**src/rtl/vga_cap_pkg.sv**
```systemverilog
// Shared state encoding, default sizes and a width helper for the video line capture block.
package vga_cap_pkg;

    localparam int DEF_ROW_WIDTH      = 320;
    localparam int DEF_INDEX_W        = 8;
    localparam int DEF_PRE_SYNC_LINES = 12;

    typedef enum logic [2:0] {
        ST_IDLE,
        ST_VBLANK,
        ST_SKIP,
        ST_OFFSET,
        ST_CAPTURE,
        ST_WAIT_H
    } cap_state_e;

    // Bits needed to hold the values 0..n-1, never less than one.
    function automatic int cnt_w(input int n);
        return (n <= 2) ? 1 : $clog2(n);
    endfunction

endpackage

```
**src/rtl/sync_edge_detect.sv**
```systemverilog
// Single register stage on the raw video inputs plus one-cycle rise/fall pulses for the syncs.
module sync_edge_detect (
    input  logic clk_i,
    input  logic rst_i,
    input  logic vsync_i,
    input  logic hsync_i,
    input  logic video_i,
    output logic vsync_o,
    output logic video_o,
    output logic vs_rise_o,
    output logic vs_fall_o,
    output logic hs_rise_o,
    output logic hs_fall_o
);
    logic vs_q, hs_q, vid_q, vs_prev_q, hs_prev_q;

    always_ff @(posedge clk_i) begin
        if (rst_i) begin
            vs_q      <= 1'b0;
            hs_q      <= 1'b0;
            vid_q     <= 1'b0;
            vs_prev_q <= 1'b0;
            hs_prev_q <= 1'b0;
        end else begin
            vs_q      <= vsync_i;
            hs_q      <= hsync_i;
            vid_q     <= video_i;
            vs_prev_q <= vs_q;
            hs_prev_q <= hs_q;
        end
    end

    assign vsync_o   = vs_q;
    assign video_o   = vid_q;
    assign vs_rise_o =  vs_q & ~vs_prev_q;
    assign vs_fall_o = ~vs_q &  vs_prev_q;
    assign hs_rise_o =  hs_q & ~hs_prev_q;
    assign hs_fall_o = ~hs_q &  hs_prev_q;

endmodule

```
**src/rtl/video_line_capture.sv**
```systemverilog
// Captures one bit per pixel of each active video line into a row register with a valid/ready output.
// Optional pixel decimation is compiled in with VGA_CAP_DECIM_EN.
module video_line_capture
    import vga_cap_pkg::*;
#(
    parameter int ROW_WIDTH      = DEF_ROW_WIDTH,
    parameter int INDEX_W        = DEF_INDEX_W,
    parameter int PRE_SYNC_LINES = DEF_PRE_SYNC_LINES,
    parameter int H_OFFSET       = 0,
    parameter int DECIM          = 1
) (
    input  logic                 pixel_clk,
    input  logic                 rst,
    input  logic                 in_vsync,
    input  logic                 in_hsync,
    input  logic                 in_video,
    output logic [ROW_WIDTH-1:0] row_data,
    output logic [INDEX_W-1:0]   row_index,
    output logic                 row_valid,
    input  logic                 row_ready,
    output logic                 frame_start,
    output logic                 overflow
);
    localparam int CW = cnt_w(ROW_WIDTH);
    localparam int LW = cnt_w(PRE_SYNC_LINES + 1);
    localparam int OW = cnt_w(H_OFFSET);
    localparam logic [OW-1:0] OFF_LAST   = (H_OFFSET > 0) ? OW'(H_OFFSET - 1) : '0;
    localparam cap_state_e    LINE_START = (H_OFFSET > 0) ? ST_OFFSET : ST_CAPTURE;

    if (DECIM < 1) begin : g_bad_decim
        $error("DECIM must be at least 1");
    end

    logic vs, vid, vs_rise, vs_fall, hs_rise, hs_fall;

    sync_edge_detect u_sync (
        .clk_i     (pixel_clk),
        .rst_i     (rst),
        .vsync_i   (in_vsync),
        .hsync_i   (in_hsync),
        .video_i   (in_video),
        .vsync_o   (vs),
        .video_o   (vid),
        .vs_rise_o (vs_rise),
        .vs_fall_o (vs_fall),
        .hs_rise_o (hs_rise),
        .hs_fall_o (hs_fall)
    );

    cap_state_e           state_q, state_d;
    logic [LW-1:0]        lines_q;
    logic [OW-1:0]        off_q;
    logic [CW-1:0]        col_q;
    logic [ROW_WIDTH-1:0] buf_q;
    logic [INDEX_W-1:0]   idx_q;
    logic                 done_q, row_done, keep;
    logic [ROW_WIDTH-1:0] row_data_q;
    logic [INDEX_W-1:0]   row_index_q;
    logic                 row_valid_q, overflow_q;

`ifdef VGA_CAP_DECIM_EN
    localparam int DW = cnt_w(DECIM);
    logic [DW-1:0] dcnt_q;

    // Phase 0 is the first pixel after the offset, then every DECIM-th cycle.
    always_ff @(posedge pixel_clk) begin
        if (rst || state_q != ST_CAPTURE)  dcnt_q <= '0;
        else if (dcnt_q == DW'(DECIM - 1)) dcnt_q <= '0;
        else                               dcnt_q <= dcnt_q + 1'b1;
    end

    assign keep = (state_q == ST_CAPTURE) && (dcnt_q == '0);
`else
    assign keep = (state_q == ST_CAPTURE);
`endif

    always_ff @(posedge pixel_clk) begin
        if (rst) state_q <= ST_IDLE;
        else     state_q <= state_d;
    end

    always_comb begin
        state_d  = state_q;
        row_done = 1'b0;
        case (state_q)
            ST_IDLE:    if (vs_fall) state_d = ST_VBLANK;
            ST_VBLANK:  if (vs_rise) state_d = ST_SKIP;
            ST_SKIP:    if (hs_fall && lines_q == '0) state_d = LINE_START;
            ST_OFFSET:  if (off_q == OFF_LAST) state_d = ST_CAPTURE;
            ST_CAPTURE: if (hs_rise || (keep && col_q == CW'(ROW_WIDTH - 1))) begin
                            state_d  = ST_WAIT_H;
                            row_done = 1'b1;
                        end
            ST_WAIT_H:  if (hs_fall) state_d = LINE_START;
            default:    state_d = ST_IDLE;
        endcase
        // IDLE waits for a real falling edge so a frame after reset always sees a full vsync.
        if (state_q != ST_IDLE && !vs) begin
            state_d  = ST_VBLANK;
            row_done = 1'b0;
        end
    end

    always_ff @(posedge pixel_clk) begin
        if (rst) begin
            lines_q <= '0;
            idx_q   <= '0;
            off_q   <= '0;
            col_q   <= '0;
            buf_q   <= '0;
            done_q  <= 1'b0;
        end else begin
            done_q <= row_done;
            off_q  <= (state_q == ST_OFFSET) ? off_q + 1'b1 : '0;
            if (state_d == ST_VBLANK) begin
                lines_q <= LW'(PRE_SYNC_LINES);
                idx_q   <= '0;
            end else begin
                if (state_q == ST_SKIP && hs_fall && lines_q != '0) lines_q <= lines_q - 1'b1;
                if (state_q == ST_WAIT_H && hs_fall)                idx_q   <= idx_q + 1'b1;
            end
            // The buffer survives the completion cycle so the output stage can copy it.
            if (state_q != ST_CAPTURE) begin
                col_q <= '0;
                buf_q <= '0;
            end else if (keep && !hs_rise) begin
                buf_q[col_q] <= vid;
                col_q        <= col_q + 1'b1;
            end
        end
    end

    always_ff @(posedge pixel_clk) begin
        if (rst) begin
            row_data_q  <= '0;
            row_index_q <= '0;
            row_valid_q <= 1'b0;
            overflow_q  <= 1'b0;
        end else begin
            overflow_q <= 1'b0;
            if (done_q) begin
                if (!row_valid_q || row_ready) begin
                    row_data_q  <= buf_q;
                    row_index_q <= idx_q;
                    row_valid_q <= 1'b1;
                end else begin
                    overflow_q <= 1'b1;
                end
            end else if (row_ready) begin
                row_valid_q <= 1'b0;
            end
        end
    end

    assign row_data    = row_data_q;
    assign row_index   = row_index_q;
    assign row_valid   = row_valid_q;
    assign overflow    = overflow_q;
    assign frame_start = vs_fall;

endmodule

```
**config.mk**
```make
export PLATFORM = sky130hd
export DESIGN_NAME = video_line_capture
export DESIGN_NICKNAME = d
export VERILOG_FILES = /design/src/rtl/vga_cap_pkg.sv /design/src/rtl/sync_edge_detect.sv /design/src/rtl/video_line_capture.sv
export SDC_FILE = /design/constraint.sdc
export NUM_CORES = 1
export LEC_CHECK = 0
export BUFFER_PORTS_ARGS = -buffer_cell sky130_fd_sc_hd__buf_4
export CAP_MARGIN = 20
export CORE_ASPECT_RATIO = 0.75
export CORE_MARGIN = 2
export CORE_UTILIZATION = 45
export DETAILED_ROUTE_END_ITERATION = 8
export GPL_TIMING_DRIVEN = 0
export SYNTH_ARGS = -nofsm -noshare
export SYNTH_HDL_FRONTEND = slang
export SYNTH_SLANG_ARGS = --single-unit
```
**constraint.sdc**
```tcl
create_clock -name pixel_clk -period 2.6 [get_ports pixel_clk]
set_input_delay 0.13 -clock pixel_clk [delete_from_list [all_inputs] [get_ports pixel_clk]]
set_output_delay 0.13 -clock pixel_clk [all_outputs]
set_load 0.01 [all_outputs]
```
==> reports/qor.txt, run 1 <==
outcome: finished clean
Internal: 16400 µW
DR vias: 25000
most area-consuming cells after synthesis: dfxtp_1, a21oi_1, nand2_1
Post-synth EDFFs: 0
Nets: 3593
ys async rst share: 0
unrepaired setup endpoints after global routing: no
Crit. Startpoint: u_sync.hs_q
Die X: 277 µm
antenna fix cells: 0
CORE AREA: 54800 µm²
RR Endpoint: buf_q[42]
critical path data required time: 3150 ps
Fmax: 391 MHz
CTS sink count: 681
worst slew pin tran: 1180 ps
# fillers: 5114
critical path depth in cells: 7
I/O pin count: 337
Layout area overhead: 23.0%
routed vias/inst: 5.73
Die Ht: 209 µm
R2R depth: 7
DR iter-0 viols: 3150
Final setup viols: 0
Starting Density: 0.458
wire per inst: 21.8 µm
reg-to-reg startpoint: u_sync.hs_q
Power Density: 673 nW/µm²
Critical Path End Type: flop
Tcrit/Tclk final: 0.983
slew margin rel.: 0.216
Synth Warn #: 0
P_sw: 4380 µW
Placer Congestion: 0.903
largest net degree at the start of global routing: 14
startpoint types: flop
dominant synthesized flop cell: dfxtp_1
port bufs: 335
Seq pwr share: 0.502
final hold violation count: 0
setup TNS: 0 ps
Setup Crit Path Kind: flop to flop
Worst Path Max Fanout: 10
Max Cap Violations: 0
initial antenna violation count: 3
number of global-route vias before repair: 23300
Max IR drop VDD: 0.000414 V
# rows: 74
Hold Path Class: input pin to flop
Setup Skew: 18.0 ps
clock share of power: 0.485
share of cells above drive strength 1: 0.146
# DRC: 0
min Tclk post-route: 2560 ps
register bit count reported by yosys: 681
CP most frequent cell: clkbuf_1
routed wire length: 95100 µm
Worst R2R Setup Slack: 40 ps
CTS tree: built
worst setup path end: buf_q[42]
syn_nets: 3181
Detail Placement HPWL: 66500 µm
Clock transition at path regs: 60 ps
die area: 57800 µm²
CTS Buf Count: 69
Mapped Cells: 3168
crit path max-delay cell type: clkbuf_1
Synth cell types: 41
leading area contributor after synthesis: dfxtp_1
Seq/Total Area, Yosys: 0.543
combinational power share: 0.013
post-CTS setup buffer count: 0
global-route wire length before repair: 140000 µm
worst-skew pair later-pin latency: 620 ps
crit path DAT: 3100 ps
maximum clock path buffer count: 3
Final Power: 20800 µW
mapped cell area: 25100 µm²
Synth top area share: 0.543
leakage: 0.0103 µW
Worst path top cell family by delay: buffers and inverters
CP cell instances: nand2b_1, clkbuf_1, and3_1, nand2_1, clkbuf_1, o21ai_0, a21oi_1
CP Buf/Inv Count: 2
htree depth: 3
drt pass-1 iters: 7
global route overflow: 0
Max Slew Vio Count: 0
Net Sw Frac: 0.210
CP peak stage delay: 870 ps
Synth Area per Inst: 7.93 µm²
Tot GR Track Use: 0.316
antenna viol nets, final: 0
Root Driver: clkbuf_16
[layout make-up]
| cell class | count | area (µm²) | area share |
|---|---|---|---|
| buffer | 302 | 1230 | 0.0400 |
| clock buffer | 113 | 2110 | 0.0684 |
| clock inverter | 10 | 154 | 0.00498 |
| inverter | 8 | 30.0 | 0.000972 |
| multi-input combinational | 2177 | 10300 | 0.332 |
| sequential | 681 | 13600 | 0.441 |
| tap | 722 | 903 | 0.0292 |
| timing repair buffer | 341 | 2580 | 0.0834 |
[power groups by stage]
| stage | logic, µW | clock network [µW] | registers (µW) |
|---|---|---|---|
| 2_1_floorplan | 175 | 0 | 10700 |
| 6_report | 275 | 10100 | 10400 |
| 3_5_place_dp | 261 | 0 | 10700 |
| 4_1_cts | 267 | 10200 | 10400 |
| 5_1_grt | 297 | 10600 | 10400 |
| 3_3_place_gp | 256 | 0 | 10700 |
[timing repair]
action,in CTS,in global routing
hold buffers,4,0
resized for setup,1,58
setup endpoints to repair,1,234
pin swaps,0,0
endpoints found under the hold margin,5,0
[cell usage in the layout (no fill, tap or decap), types with 2 or more instances in the layout]
master / instances
nand4_1: 4
nor2b_1: 16
ha_1: 7
clkbuf_2: 20
clkinv_2: 5
buf_4: 336
a21oi_1: 655
nand3_1: 337
dfxtp_1: 681
nor2_1: 54
buf_2: 58
xnor2_1: 10
o21ai_0: 321
mux2i_1: 3
nor3_2: 7
nor4_2: 2
nand2_1: 705
and3_1: 3
nor3_1: 12
inv_1: 8
dlygate4sd3_1: 4
clkbuf_8: 18
and2_1: 3
clkbuf_1: 246
bufinv_16: 4
xor2_1: 6
nor4_1: 2
nand2b_1: 12
clkbuf_16: 71
buf_6: 2
[worst reg2reg max path, cell delays in order (launching register included)]
cell and delay, ps:
dfxtp_1 420, nand2b_1 80, clkbuf_1 240, and3_1 330, nand2_1 110, clkbuf_1 870
o21ai_0 260, a21oi_1 190
[registers in the layout (all words and copies together) (netlist names)]
signal            count
u_sync.hs_q           1
state_q               3
col_q                 9
idx_q                 8
u_sync.vsync_o        1
u_sync.hs_prev_q      1
done_q                1
u_sync.video_o        1
off_q                 1
u_sync.vs_prev_q      1
lines_q               4
row_index             8
row_data            320
buf_q               320
row_valid             1
overflow              1
[cell usage after synthesis, types with 6 or more instances]
master,number
dfxtp_1,681
nand3_1,337
clkbuf_1,242
ha_1,7
buf_2,58
o21ai_0,321
nand2b_1,12
nor3_1,12
nand2_1,705
a21oi_1,655
inv_1,8
nor3_2,7
nor2b_1,16
xnor2_1,10
nor2_1,55
xor2_1,6
[how the worst min path moves through the flow]
| stage | cells past startpoint | startpoint | endpoint | slack, ps |
|---|---|---|---|---|
| global placement | 2 | in_hsync | u_sync.hs_q | 350 |
| CTS | 2 | rst | u_sync.vs_prev_q | 200 |
| global route | 2 | rst | u_sync.vs_prev_q | 240 |
| finish | 2 | rst | u_sync.vs_prev_q | 270 |
| detailed placement | 2 | in_vsync | u_sync.vsync_o | 350 |
| floorplan | 1 | in_hsync | u_sync.hs_q | 260 |
[per-layer routing]
metal	GRT usage	share of wire	up-vias
li1	-	-	11600
met1	0.451	0.44	11900
met2	0.471	0.43	1294
met3	0.0745	0.099	226
met4	0.103	0.032	0
met5	0	0	-
[through the flow]
step,hold slack (ps),area [µm²],cells,utilization,worst slack (ps)
finish,265,30900,4354,0.564,43.6
global route,243,30900,4354,0.564,3.17
CTS,196,30800,4352,0.563,17.0
detailed placement,345,28500,4225,0.521,0.133
global placement,352,28500,4225,0.521,20.7
floorplan,258,25100,3168,-,639
[cell families after synthesis]
logic type               count (synthesis)  synth area share
AO/OA/AOI/OAI                          983             0.197
XOR/XNOR                                16           0.00558
adder cells (fa/ha/maj)                  7           0.00349
buffers and inverters                  310            0.0494
flip-flops                             681             0.543
multiplexers                             3           0.00120
AND/OR/NAND/NOR                       1168             0.200
Power figures use the tool's default switching activity.
==> run 2: changes to the inputs <==
--- a/config.mk
+++ b/config.mk
@@ -5,13 +5,14 @@
 export SDC_FILE = /design/constraint.sdc
 export NUM_CORES = 1
 export LEC_CHECK = 0
-export BUFFER_PORTS_ARGS = -buffer_cell sky130_fd_sc_hd__buf_4
+export BUFFER_PORTS_ARGS = -buffer_cell sky130_fd_sc_hd__buf_2
 export CAP_MARGIN = 20
 export CORE_ASPECT_RATIO = 0.75
 export CORE_MARGIN = 2
 export CORE_UTILIZATION = 45
 export DETAILED_ROUTE_END_ITERATION = 8
 export GPL_TIMING_DRIVEN = 0
+export SKIP_CTS_REPAIR_TIMING = 1
 export SYNTH_ARGS = -nofsm -noshare
 export SYNTH_HDL_FRONTEND = slang
 export SYNTH_SLANG_ARGS = --single-unit
==> reports/qor.txt, run 2 (synthesized netlist as in run 1, its figures left out) <==
Worst R2R Setup Slack: -30 ps (was 40 ps)
die area: 57800 µm² (unchanged)
# DRC: 0 (unchanged)
global route overflow: 0 (unchanged)
most common cell after layout, fill and taps aside: nand2_1 (unchanged)
antenna viol nets, final: 0 (unchanged)
port bufs: 335 (unchanged)
initial antenna violation count: 1 (was 3)
critical path data required time: 3090 ps (was 3150 ps)
failing checks: negative setup slack
drt pass-1 iters: 5 (was 7)
RR Endpoint: buf_q[119] (was buf_q[42])
wire per inst: 21.6 µm (was 21.8 µm)
maximum clock path buffer count: 3 (unchanged)
non-filler cells, final: 4346 (was 4354)
routed vias/inst: 5.74 (was 5.73)
share of cells above drive strength 1: 0.146 (about the same)
Placer Congestion: 0.925 (was 0.903)
Setup Crit Path Kind: flop to flop (unchanged)
outcome: finished with violations (was finished clean)
placed cells: 4225 (unchanged)
CTS tree: built (unchanged)
CP cell instances: ha_1, nand4bb_1, nor2_2, nand2_1, clkbuf_1, o21ai_0, a21oi_1 (was nand2b_1, clkbuf_1, and3_1, nand2_1, clkbuf_1, o21ai_0, a21oi_1)
reg-to-reg startpoint: col_q[1] (was u_sync.hs_q)
most frequent cells in the layout: nand2_1, dfxtp_1, a21oi_1 (unchanged)
Critical Path End Type: flop (unchanged)
critical path depth in cells: 7 (unchanged)
crit path DAT: 3110 ps (was 3100 ps)
worst setup path end: buf_q[119] (was buf_q[42])
min Tclk post-route: 2630 ps (was 2560 ps)
routed wire length: 93700 µm (was 95100 µm)
slew margin rel.: 0.201 (was 0.216)
Power Density: 689 nW/µm² (was 673 nW/µm²)
Starting Density: 0.458 (unchanged)
DR iter-0 viols: 3031 (was 3150)
CORE AREA: 54800 µm² (unchanged)
Detail Placement HPWL: 65900 µm (was 66500 µm)
Crit. Startpoint: col_q[1] (was u_sync.hs_q)
worst-skew pair later-pin latency: 630 ps (was 620 ps)
# rows: 74 (unchanged)
worst slew pin tran: 1200 ps (was 1180 ps)
Max Cap Violations: 0 (unchanged)
crit path max-delay cell type: clkbuf_1 (unchanged)
CTS sink count: 681 (unchanged)
global-route wire length before repair: 137000 µm (was 140000 µm)
Max Slew Vio Count: 0 (unchanged)
setup TNS: -84.9 ps (was 0 ps)
Hold Path Class: input pin to flop (unchanged)
Clock transition at path regs: 60 ps (about the same)
CP peak stage delay: 470 ps (was 870 ps)
final worst slack: -25.8 ps (was 43.6 ps)
Nets: 3591 (was 3593)
Setup Skew: 20.4 ps (was 18.0 ps)
Max IR drop VDD: 0.000454 V (was 0.000414 V)
Root Driver: clkbuf_16 (unchanged)
Core Util, Final: 0.548 (was 0.564)
startpoint types: flop (unchanged)
final hold violation count: 0 (unchanged)
R2R depth: 7 (unchanged)
Worst path top cell family by delay: simple AND/OR/NAND/NOR gates (was buffers and inverters)
DR vias: 24900 (was 25000)
largest net degree at the start of global routing: 15 (was 14)
leakage: 0.0104 µW (was 0.0103 µW)
I/O pin count: 337 (unchanged)
Die Ht: 209 µm (unchanged)
antenna fix cells: 0 (unchanged)
Final setup viols: 7 (was 0)
htree depth: 3 (unchanged)
CP Buf/Inv Count: 1 (was 2)
Fmax: 381 MHz (was 391 MHz)
Tcrit/Tclk final: 1.01 (was 0.983)
Layout area overhead: 19.5% (was 23.0%)
number of global-route vias before repair: 23000 (was 23300)
CTS Buf Count: 68 (was 69)
Worst Path Max Fanout: 10 (unchanged)
Tot GR Track Use: 0.310 (was 0.316)
Die X: 277 µm (unchanged)
==> run 2: final cells by class <==
class,instances,area [µm²]
Fill cell,5153,24800
Sequential cell,681,13600
Multi-Input combinational cell,2178,10300
Clock buffer,107,2130
Timing Repair Buffer,339,1720
Buffer,302,1230
Tap cell,722,903
Clock inverter,9,100
Inverter,8,30.0
==> run 2: how the worst min path moves through the flow <==
stage / startpoint / depth (start not counted) / endpoint
CTS: in_vsync / 2 / u_sync.vsync_o
global placement: in_hsync / 2 / u_sync.hs_q
global route: rst / 2 / u_sync.vs_prev_q
floorplan: in_hsync / 1 / u_sync.hs_q
detailed placement: in_hsync / 2 / u_sync.hs_q
finish: rst / 2 / u_sync.vs_prev_q
==> run 2: worst register-to-register path, delay by kind of cell (launching register included) <==
family,cells,cell delay [ps]
DFF,1,410
and+or+nand+nor,3,890
buffers and inverters,1,470
adders and majority gates,1,300
AOI/OAI and AO/OA,2,430
==> run 2: power by group <==
group,leakage [µW],internal [µW],switching (µW)
combinational,0.00378,56.3,216
sequential,0.00548,10400,7.56
clock,0.00110,5820,4160
==> run 2: metrics by stage <==
stage | total power [µW] | setup slack [ps] | hold slack (ps) | cell area [µm²]
global route | 21100 | -4.30 | 231 | 30000
finish | 20700 | -25.8 | 239 | 30000
CTS | 20700 | -10.4 | -256 | 29900
floorplan | 10900 | 639 | 258 | 25100
global placement | 10900 | 41.7 | 347 | 27700
detailed placement | 10900 | 17.9 | 373 | 27700
==> run 2: metal layers <==
layer | global-route usage | share of wire | vias to the layer above
li1 | - | - | 11600
met1 | 0.438 | 0.44 | 12000
met2 | 0.458 | 0.43 | 1221
met3 | 0.0779 | 0.10 | 180
met4 | 0.109 | 0.029 | 2
met5 | 0 | 0.00027 | -
